### src/rtl/alu_arbiter.sv
// Two-port arbiter for the shared execute-stage ALU with registered per-port response slots.
// Define ALU_ARB_RR_EN for round-robin contention; default build is fixed priority (port 0 wins).
module alu_arbiter #(
    parameter int ALU_BITS      = 32,
    parameter int ALU_CTRL_BITS = 4
) (
    input  logic                     clk,
    input  logic                     rst_n,

    input  logic                     req0_valid,
    output logic                     req0_ready,
    input  logic [ALU_BITS-1:0]      req0_in1,
    input  logic [ALU_BITS-1:0]      req0_in2,
    input  logic [ALU_CTRL_BITS-1:0] req0_ctrl,

    input  logic                     req1_valid,
    output logic                     req1_ready,
    input  logic [ALU_BITS-1:0]      req1_in1,
    input  logic [ALU_BITS-1:0]      req1_in2,
    input  logic [ALU_CTRL_BITS-1:0] req1_ctrl,

    output logic                     rsp0_valid,
    input  logic                     rsp0_ready,
    output logic [ALU_BITS-1:0]      rsp0_result,
    output logic                     rsp0_is_zero,

    output logic                     rsp1_valid,
    input  logic                     rsp1_ready,
    output logic [ALU_BITS-1:0]      rsp1_result,
    output logic                     rsp1_is_zero,

    output logic [ALU_BITS-1:0]      alu_in1,
    output logic [ALU_BITS-1:0]      alu_in2,
    output logic [ALU_CTRL_BITS-1:0] alu_ctrl,
    input  logic [ALU_BITS-1:0]      alu_result,
    input  logic                     alu_is_zero,

    output logic [15:0]              conflict_cnt
);

    logic [1:0]          req_valid;
    logic [1:0]          rsp_ready;
    logic [1:0]          free;
    logic [1:0]          elig;
    logic [1:0]          grant;
    logic                both;
    logic                prefer1;

    logic [1:0]          valid_q;
    logic [1:0]          valid_d;
    logic [ALU_BITS-1:0] res_q [2];
    logic [ALU_BITS-1:0] res_d [2];
    logic [1:0]          zero_q;
    logic [1:0]          zero_d;
    logic [15:0]         cnt_q;
    logic [15:0]         cnt_d;

    assign req_valid = {req1_valid, req0_valid};
    assign rsp_ready = {rsp1_ready, rsp0_ready};

    // A slot that drains this cycle can take a new result on the same edge.
    assign free = ~valid_q | rsp_ready;
    assign elig = req_valid & free;
    assign both = &elig;

    always_comb begin
        grant = 2'b00;
        case (elig)
            2'b01:   grant = 2'b01;
            2'b10:   grant = 2'b10;
            2'b11:   grant = prefer1 ? 2'b10 : 2'b01;
            default: grant = 2'b00;
        endcase
    end

`ifdef ALU_ARB_RR_EN
    logic ptr_q;
    logic ptr_d;

    assign ptr_d   = (grant != 2'b00) ? grant[0] : ptr_q;
    assign prefer1 = ptr_q;

    always_ff @(posedge clk or negedge rst_n) begin
        if (!rst_n) begin
            ptr_q <= 1'b0;
        end else begin
            ptr_q <= ptr_d;
        end
    end
`else
    assign prefer1 = 1'b0;
`endif

    assign req0_ready = grant[0];
    assign req1_ready = grant[1];

    always_comb begin
        alu_in1  = '0;
        alu_in2  = '0;
        alu_ctrl = '0;
        if (grant[0]) begin
            alu_in1  = req0_in1;
            alu_in2  = req0_in2;
            alu_ctrl = req0_ctrl;
        end else if (grant[1]) begin
            alu_in1  = req1_in1;
            alu_in2  = req1_in2;
            alu_ctrl = req1_ctrl;
        end
    end

    always_comb begin
        valid_d = valid_q;
        zero_d  = zero_q;
        res_d   = res_q;
        for (int n = 0; n < 2; n++) begin
            if (grant[n]) begin
                valid_d[n] = 1'b1;
                res_d[n]   = alu_result;
                zero_d[n]  = alu_is_zero;
            end else if (valid_q[n] && rsp_ready[n]) begin
                valid_d[n] = 1'b0;
            end
        end
    end

    assign cnt_d = (both && cnt_q != 16'hFFFF) ? cnt_q + 16'd1 : cnt_q;

    always_ff @(posedge clk or negedge rst_n) begin
        if (!rst_n) begin
            valid_q <= '0;
            zero_q  <= '0;
            cnt_q   <= '0;
            for (int n = 0; n < 2; n++) begin
                res_q[n] <= '0;
            end
        end else begin
            valid_q <= valid_d;
            zero_q  <= zero_d;
            cnt_q   <= cnt_d;
            for (int n = 0; n < 2; n++) begin
                res_q[n] <= res_d[n];
            end
        end
    end

    assign rsp0_valid   = valid_q[0];
    assign rsp1_valid   = valid_q[1];
    assign rsp0_result  = res_q[0];
    assign rsp1_result  = res_q[1];
    assign rsp0_is_zero = zero_q[0];
    assign rsp1_is_zero = zero_q[1];
    assign conflict_cnt = cnt_q;

endmodule

### config.mk
export PLATFORM = sky130hd
export DESIGN_NAME = alu_arbiter
export DESIGN_NICKNAME = d
export VERILOG_FILES = /design/src/rtl/alu_arbiter.sv
export SDC_FILE = /design/constraint.sdc
export NUM_CORES = 1
export LEC_CHECK = 0
export ABC_AREA = 1
export CAP_MARGIN = 25
export CORE_AREA = 3 3 125 127
export CTS_BUF_LIST = sky130_fd_sc_hd__clkbuf_8 sky130_fd_sc_hd__clkbuf_16
export DETAILED_ROUTE_END_ITERATION = 7
export DIE_AREA = 0 0 128 130
export GPL_TIMING_DRIVEN = 0
export PLACE_DENSITY = 0.79
export SYNTH_ARGS = -nofsm -noshare
export SYNTH_HDL_FRONTEND = slang
export SYNTH_SLANG_ARGS = --single-unit
### constraint.sdc
create_clock -name clk -period 2.65 [get_ports clk]
set_clock_uncertainty 0.05 [all_clocks]
set_input_delay 0.3975 -clock clk [delete_from_list [all_inputs] [get_ports clk]]
set_output_delay 0.3975 -clock clk [all_outputs]
set_load 0.005 [all_outputs]
# Yosys cells after proc, flatten, opt, wreduce, memory -nomap -nowiden
# Index checks and enable logic that the tools add are counted.
[totals] ram_bits=0 regBits=84 elab_cells=33 mem_count=0 latch_bits=0 mem_bits_ro=0
[classes] eq_ne=4 n_reduce_logical=7 div=0 multipliers=0 n_bitwise=3 add_sub_neg=1 n_mux=11 shift=0 order_cmp=0
[op_table] cell="32-bit 2-to-1 mux" n=4
[op_table] cell="16-bit by 1-bit adder with 16-bit output (second input constant)" n=1
[op_table] cell="16-bit != test (second input constant)" n=1
[op_table] cell="4-bit 2-to-1 mux" n=2
[op_table] cell="2-bit == test (second input constant)" n=2
[op_table] cell="1-bit 2-to-1 mux" n=4
[op_table] cell="2-bit case mux with 2 select lines" n=1
[op_table] cell="2-bit nonzero test" n=2
[op_table] cell="1-bit logical AND" n=3
[op_table] cell="2-bit AND" n=1
[op_table] cell="2-bit by 1-bit == test with 1-bit output (second input constant)" n=1
[op_table] cell="2-bit NOT" n=1
[op_table] cell="2-bit bitwise OR" n=1
[op_table] cell="2-bit AND reduction" n=1
[op_table] cell="2-bit OR reduction" n=1

# Depth between registers and ports, before layout
[depth] word_depth=8 depth_mapped=9 ltp_nobuf=9

# Worst setup path after synthesis
# Ideal clock, no wire load.
[synth_timing] path_kind="in2out" start="in rsp0_ready" end="out alu_in1[12]" setup_slack_ns=1.001 path_buffers=2 required_ns=2.203 arrival_ns=1.201 path_stages=8 path_cell_list="inv_1 nand2_1 nand2_2 nand2_2 inv_2 buf_4 buf_6 a22o_1"
[synth_via] elab_chain_cells=7
[synth_rtl] element="start, declared" line="23" text="input logic rsp0_ready,"
[synth_rtl] element="2-bit bitwise OR (*)" line="62" text="assign free = ~valid_q | rsp_ready;"
[synth_rtl] element="2-bit AND (*)" line="63" text="assign elig = req_valid & free;"
[synth_rtl] element="2-bit == test or 2-bit by 1-bit == test with 1-bit output (tied branches)" line="68" text="case (elig)"
[synth_rtl] element="2-bit OR reduction (no source line)"
[synth_rtl] element="2-bit case mux with 2 select lines (*)" line="68"
[synth_rtl] element="32-bit 2-to-1 mux" line="105" text="end else if (grant[1]) begin"
[synth_rtl] element="32-bit 2-to-1 mux (*)" line="101" text="if (grant[0]) begin"
[synth_rtl] element="end, declared" line="32" text="output logic [ALU_BITS-1:0] alu_in1,"
# Mark *: on every way between the ends. The rest lies on a longest branch, timed or not.

# Worst setup path after layout
[layout_timing] start="in rsp1_ready" end="out alu_in1[24]"
[layout_via] elab_chain_cells=7
[layout_rtl] element="start, declared" line="28" text="input logic rsp1_ready,"
[layout_rtl] element="2-bit bitwise OR (*)" line="62"
[layout_rtl] element="2-bit AND (*)" line="63"
[layout_rtl] element="2-bit == test or 2-bit by 1-bit == test with 1-bit output (tied branches)" line="68"
[layout_rtl] element="2-bit OR reduction (no source line)"
[layout_rtl] element="2-bit case mux with 2 select lines (*)" line="68"
[layout_rtl] element="32-bit 2-to-1 mux" line="105"
[layout_rtl] element="32-bit 2-to-1 mux (*)" line="101"
# Marks and branches as above.

==> impl_metrics.py <==
metrics = {
    "outcome": {
        "status": "completed",
    },
    "synth": {
        "async_reset_ff_share_pct": 100,
        "ys_warn_count": 0,
        "synth-simple-area-share_pct": 17.7,
        "synth-compound-area-share_pct": 23.1,
        "muxShareOfSynthArea_pct": 0,
        "synth_top_cell_by_area": "dfrtp_1",
        "synthTopCellsByArea": "dfrtp_1, a22o_1, nand2_1",
        "yosysSeqAreaShare_pct": 49.5,
        "synth.most_common_cell": "nand2_1",
        "synth_top_cell_area_share_pct": 49.5,
        "synthDistinctLibCells": 21,
        "synth_common_cells": "nand2_1, dfrtp_1, o21ai_0, a22o_1, inv_1",
        "synth_nets": 671,
        "avgSynthCellArea_um2": 8.57,
        "synth_top_family_by_area": "compound AO/OA/AOI/OAI gates",
        "synth_top_flop_cell": "dfrtp_1",
        "syn_inst": 495,
        "ys_ff_latch": 84,
        "syn-cell-area_um2": 4240,
        "synth_edf_count": 0,
        "synth-xor-area-share_pct": 0.826,
        "synth_fa_ha_area_share_pct": 0.295,
    },
    "placed_design": {
        "placed_cells": 1008,
        "portBuffers": 328,
        "place_ws_ns": -0.537,
        "dpl.hpwl_um": 15400,
        "gp_congestion": 0.909,
    },
    "pwr": {
        "p_per_area_nw_per_um2": 532,
        "leakage_nw": 3.83,
        "peakVddDrop_uv": 448,
        "p_total_w": 0.00439,
    },
    "worst_setup_path": {
        "reg2reg_depth": 9,
        "reg2reg_from": "conflict_cnt[0]$_DFFE_PN0P_",
        "slowest_delay_ns": 0.52,
        "path_cells": "clkdlybuf4s50_1 -> inv_1 -> a21oi_4 -> nand2_4 -> inv_6 -> buf_6 -> a22o_1 -> clkdlybuf4s50_1",
        "r2r_setup_slack_ns": 0.93,
        "cp_max_fo": 10,
        "worst_path_max_delay_cell": "clkdlybuf4s50_1",
        "crit_family": "buffers and inverters",
        "crit_type": "in2out",
        "timing.rr.end": "conflict_cnt[11]$_DFFE_PN0P_",
        "cp_common_cell": "clkdlybuf4s50_1",
        "startpoint_type": "input port",
        "cp.arrival_ns": 2.15,
        "crit_required_ns": 2.20,
        "cp-end-kind": "output pin",
        "path_buf_inv": 5,
    },
    "global_routing": {
        "grt-ovfl-total": 0,
        "grt_use_met1_pct": 29.2,
        "antenna_found_initial": 2,
        "grt_use_met3_pct": 7.82,
        "grt_usage_pct": 21.2,
        "grt_max_degree": 65,
        "gr-max-usage-layer": "met2",
        "grt_pass1_vias": 4713,
        "grtUsageMet2_pct": 32.8,
        "grt_pass1_wl_um": 27200,
    },
    "floorplanning": {
        "core_area_um2": 14500,
        "boundaryPins": 329,
        "fp.dieW_um": 128,
        "num_rows": 44,
        "start_util_pct": 29.2,
        "die_h_um": 130,
        "die-area_um2": 16600,
    },
    "clocking": {
        "cts_made_buffers": 9,
        "clock-sinks": 84,
        "root_buffer": "clkbuf_16",
        "cts_tree": "built",
        "cts_max_path_buffers": 2,
        "cts-htree-levels": 3,
        "clk_latency_ns": 0.33,
        "clk_pin_slew_ns": 0.06,
    },
    "timing": {
        "worst_slew_pin_slew_ns": 0.497,
        "setup_viol": 0,
        "fmax_ghz": 0.385,
        "slew_viol_final": 0,
        "fin_crit_sh_pct": 98.0,
        "worst_slack_ns": 0.0537,
        "hold_violations": 0,
        "slew_headroom_pct": 66.9,
        "layout_min_cycle_time_ns": 2.60,
        "rsz0062_at_grt": "yes",
        "hold_ws_ns": 0.432,
    },
    "cells_and_area": {
        "nets": 1018,
        "final_cell_count_no_fill": 1032,
        "fin_util_pct": 56.7,
        "seq_area_um2": 2100,
        "drive_gt1_share_pct": 7.67,
        "synthToLayoutAreaGrowth_pct": 94.2,
        "fillers": 1305,
        "multi_input_comb_area_um2": 1790,
    },
    "worst_hold_path": {
        "min_from": "rsp1_result[10]$_DFFE_PN0N_",
        "hold_depth": 2,
        "hold_end": "rsp1_result[10]$_DFFE_PN0N_",
        "hp-class": "reg2reg",
    },
    "flow_run": {
        "maxCapViolations": 0,
    },
    "drt": {
        "routedWlPerCell_um": 18.4,
        "ant_nets": 0,
        "num_vias": 4867,
        "drcViolationCount": 0,
        "drt_wl_total_um": 19000,
        "drt-pass1-iter-count": 4,
        "via_per_inst": 4.72,
        "drtIter0Drc": 300,
    },
}
placed cells by master (no fill, tap or decap), types with 3 or more instances in the layout:
cell type        instances
clkdlybuf4s50_1        296
nand2_1                133
dfrtp_1                 84
o21ai_0                 70
a22o_1                  68
inv_1                   53
dlygate4sd2_1           22
nor2_1                  16
buf_4                   12
nand3_1                 12
clkbuf_16                9
dlymetal6s2s_1           9
buf_6                    7
buf_2                    7
nand2_2                  6
clkbuf_1                 6
nand4_1                  6
inv_6                    4
xor2_1                   4
nor2_4                   3
per-stage QoR:
step	area [um2]	TNS, ns
2_1_floorplan	4240	0
3_3_place_gp	7760	-182.48
3_5_place_dp	7780	-19.80
4_1_cts	8180	-0.347
5_1_grt	8240	-0.172
6_report	8240	0
metal layers:
metal / wire [um] / part of all wire (%)
met1: 7950 / 42
met2: 8850 / 47
met3: 2100 / 11
met4: 107 / 0.56
met5: 23 / 0.12
worst min-delay path, stage by stage (launching register included):
cell	delay, ns
dfrtp_1	0.34
nand2_1	0.05
o21ai_0	0.06
sequential cells by signal, summed over array words and instances (netlist names):
register	count
rsp0_result	32
rsp1_result	32
conflict_cnt	16
valid_q	2
zero_q	2
area by class of cell:
cell class	count	share of cell area (%)
inverters	56	2.67
repair buffers	336	41.1
flip-flops and latches	84	25.5
clock inverters	7	0.714
diodes	1	0.0304
well taps	184	2.79
plain buffers	29	2.73
multi-input cells	326	21.7
clock buffers	9	2.73
cell families after synthesis:
kind of cell / after synthesis
AND/OR/NAND/NOR: 180
AO/OA/AOI/OAI: 141
buffers and inverters: 85
flip-flops: 84
XOR/XNOR: 4
adder cells (fa/ha/maj): 1
power by group:
part / internal, W / switching, W / total (W)
combinational: 0.000960 / 0.000578 / 0.00154
sequential: 0.00149 / 0.000172 / 0.00166
clock: 0.000650 / 0.000535 / 0.00118
total: 0.00310 / 0.00128 / 0.00439
worst max-delay path by stage:
stage	startpoint	endpoint	slack (ns)	depth (start not counted)
after floorplan	rsp0_ready	alu_in1[12]	1.00	8
after global placement	rst_n	rsp1_result[27]$_DFFE_PN0N_	-1.95	1
after detailed placement	rsp0_ready	alu_in1[14]	-0.54	8
after CTS	rsp1_ready	alu_in2[5]	-0.04	8
after global routing	rsp1_ready	alu_in2[28]	-0.03	8
final	rsp1_ready	alu_in1[24]	0.05	8
timing repair:
action,CTS,global route
pin swaps,4,1
resized for setup,48,21
setup endpoints to repair,70,46
endpoints found under the hold margin,20,0
gates cloned,1,0
hold buffers,1,0
buffers inserted,4,1
Note: power is estimated with default switching activity, not from simulation.
==> patch: new RTL, config.mk and constraints unchanged <==
The parameter `ALU_CTRL_BITS` goes from 4 to 6.
--- a/src/rtl/alu_arbiter.sv
+++ b/src/rtl/alu_arbiter.sv
@@ -3,5 +3,5 @@
 module alu_arbiter #(
     parameter int ALU_BITS      = 32,
-    parameter int ALU_CTRL_BITS = 4
+    parameter int ALU_CTRL_BITS = 6
 ) (
     input  logic                     clk,
Ports: changed (resized alu_ctrl, req0_ctrl and req1_ctrl); port bits go from 329 to 335. The function was not compared with the original's and may differ.
==> patch against the original RTL <==
Count of clock-buffer cells in the layout stayed put. Cell area is 0.99% higher. Sequential cell count stayed put. Cell count is 1.1% higher. Synthesized cell count is 0.40% higher. Total power is 2.9% higher. Routed wire length is 7.0% higher. Area after synthesis hardly changed. Setup slack worse by 0.042 ns. Critical path type unchanged. Highest routed layer unchanged.
==> patch: results <==
group,metric,value,unit
synth,synthArstFlopShare,100.0,%
synth,avgSynthCellArea,8.542,sq um
synth,ys_seq_area_share,49.51,%
drt,dr.pass1.iters,5,
pwr,p_leak,3.746,nW
pwr,ir_drop,0.0003297,V
clock_network,post_cts_buffers,3,
synth,synthAdderAreaFrac,0.2947,%
pwr,pg_clk,1.27,mW
placement,pre_cts_slack,-0.4428,ns
drt,wl_met1,8176,um
drt,drt_iter0_drc,435,
placement,routabilityCongestion,0.9499,
sta,worst_pin_slew,0.5533,ns
cells_and_area,utilization,57.25,%
worst_setup_path,regToRegEndpoint,"conflict_cnt[1]",
drt,vias_per_cell,4.830,
drt,met3WireLength,2479,um
cells_and_area,diodes,6,
worst_setup_path,endpoint,"alu_in1[15]",
cells_and_area,buf_share,43.61,%
pwr,p_sw_share,28.89,%
pwr,p_comb_share,34.9,%
placement,dpl.hpwl,16340,um
synth,synth_compound_area_share,23.40,%
worst_setup_path,startpoint,"req1_valid",
synth,synth_area_leaders,"dfrtp_1 (50%), a22o_1 (14%), nand2_1 (12%), o21ai_0 (8.1%), inv_1 (4.7%)",
global_route,grt_pass1_wl,29220,um
drt,wl_met2,9324,um
cells_and_area,fin_nets,1028,
cells_and_area,clk_share,3.624,%
synth,synth_ff_type,"dfrtp_1",
cells_and_area,post_route_cells_drive_above_1_share,7.503,%
cells_and_area,n_all_buffers,369,
synth,synthXorXnorAreaFrac,0.8252,%
cells_and_area,multiInputGateArea,1818,sq um
cells_and_area,stdcell_count,1043,
worst_setup_path,crit_arrival,2.19,ns
global_route,grt_pass1_vias,4894,
sta,whs,0.4227,ns
global_route,antenna_found_initial,10,
global_route,grt_use_met2,35.52,%
hold_path,hp-class,"input port to async pin",
run_status,status,"completed",
clock_network,cts_resized,37,
sta,max_freq,0.3791,GHz
global_route,grt_usage,23.18,%
cells_and_area,layout.comb_gates.multi_input,328,
placement,place_area,7844,sq um
synth,synth_nets,677,
global_route,grt_util_met3,10.68,%
drt,wl_per_cell,19.51,um
-- patch: cell count changes in the layout (fill, tap and decap cells not counted), moves of 2 or more --
| cell | before | now |
|---|---|---|
| dlygate4sd2_1 | 22 | 4 |
| a22o_1 | 68 | 70 |
| clkbuf_4 | 0 | 2 |
| dlymetal6s2s_1 | 9 | 6 |
| diode_2 | 1 | 6 |
| nor2_2 | 1 | 3 |
| buf_6 | 7 | 5 |
| inv_6 | 4 | 1 |
| clkdlybuf4s50_1 | 296 | 323 |
-- patch: logic make-up after synthesis --
| kind of cell | Yosys count |
|---|---|
| adder cells (fa/ha/maj) | 1 |
| flip-flops | 84 |
| AND/OR/NAND/NOR | 180 |
| XOR/XNOR | 4 |
| buffers and inverters | 85 |
| AO/OA/AOI/OAI | 143 |
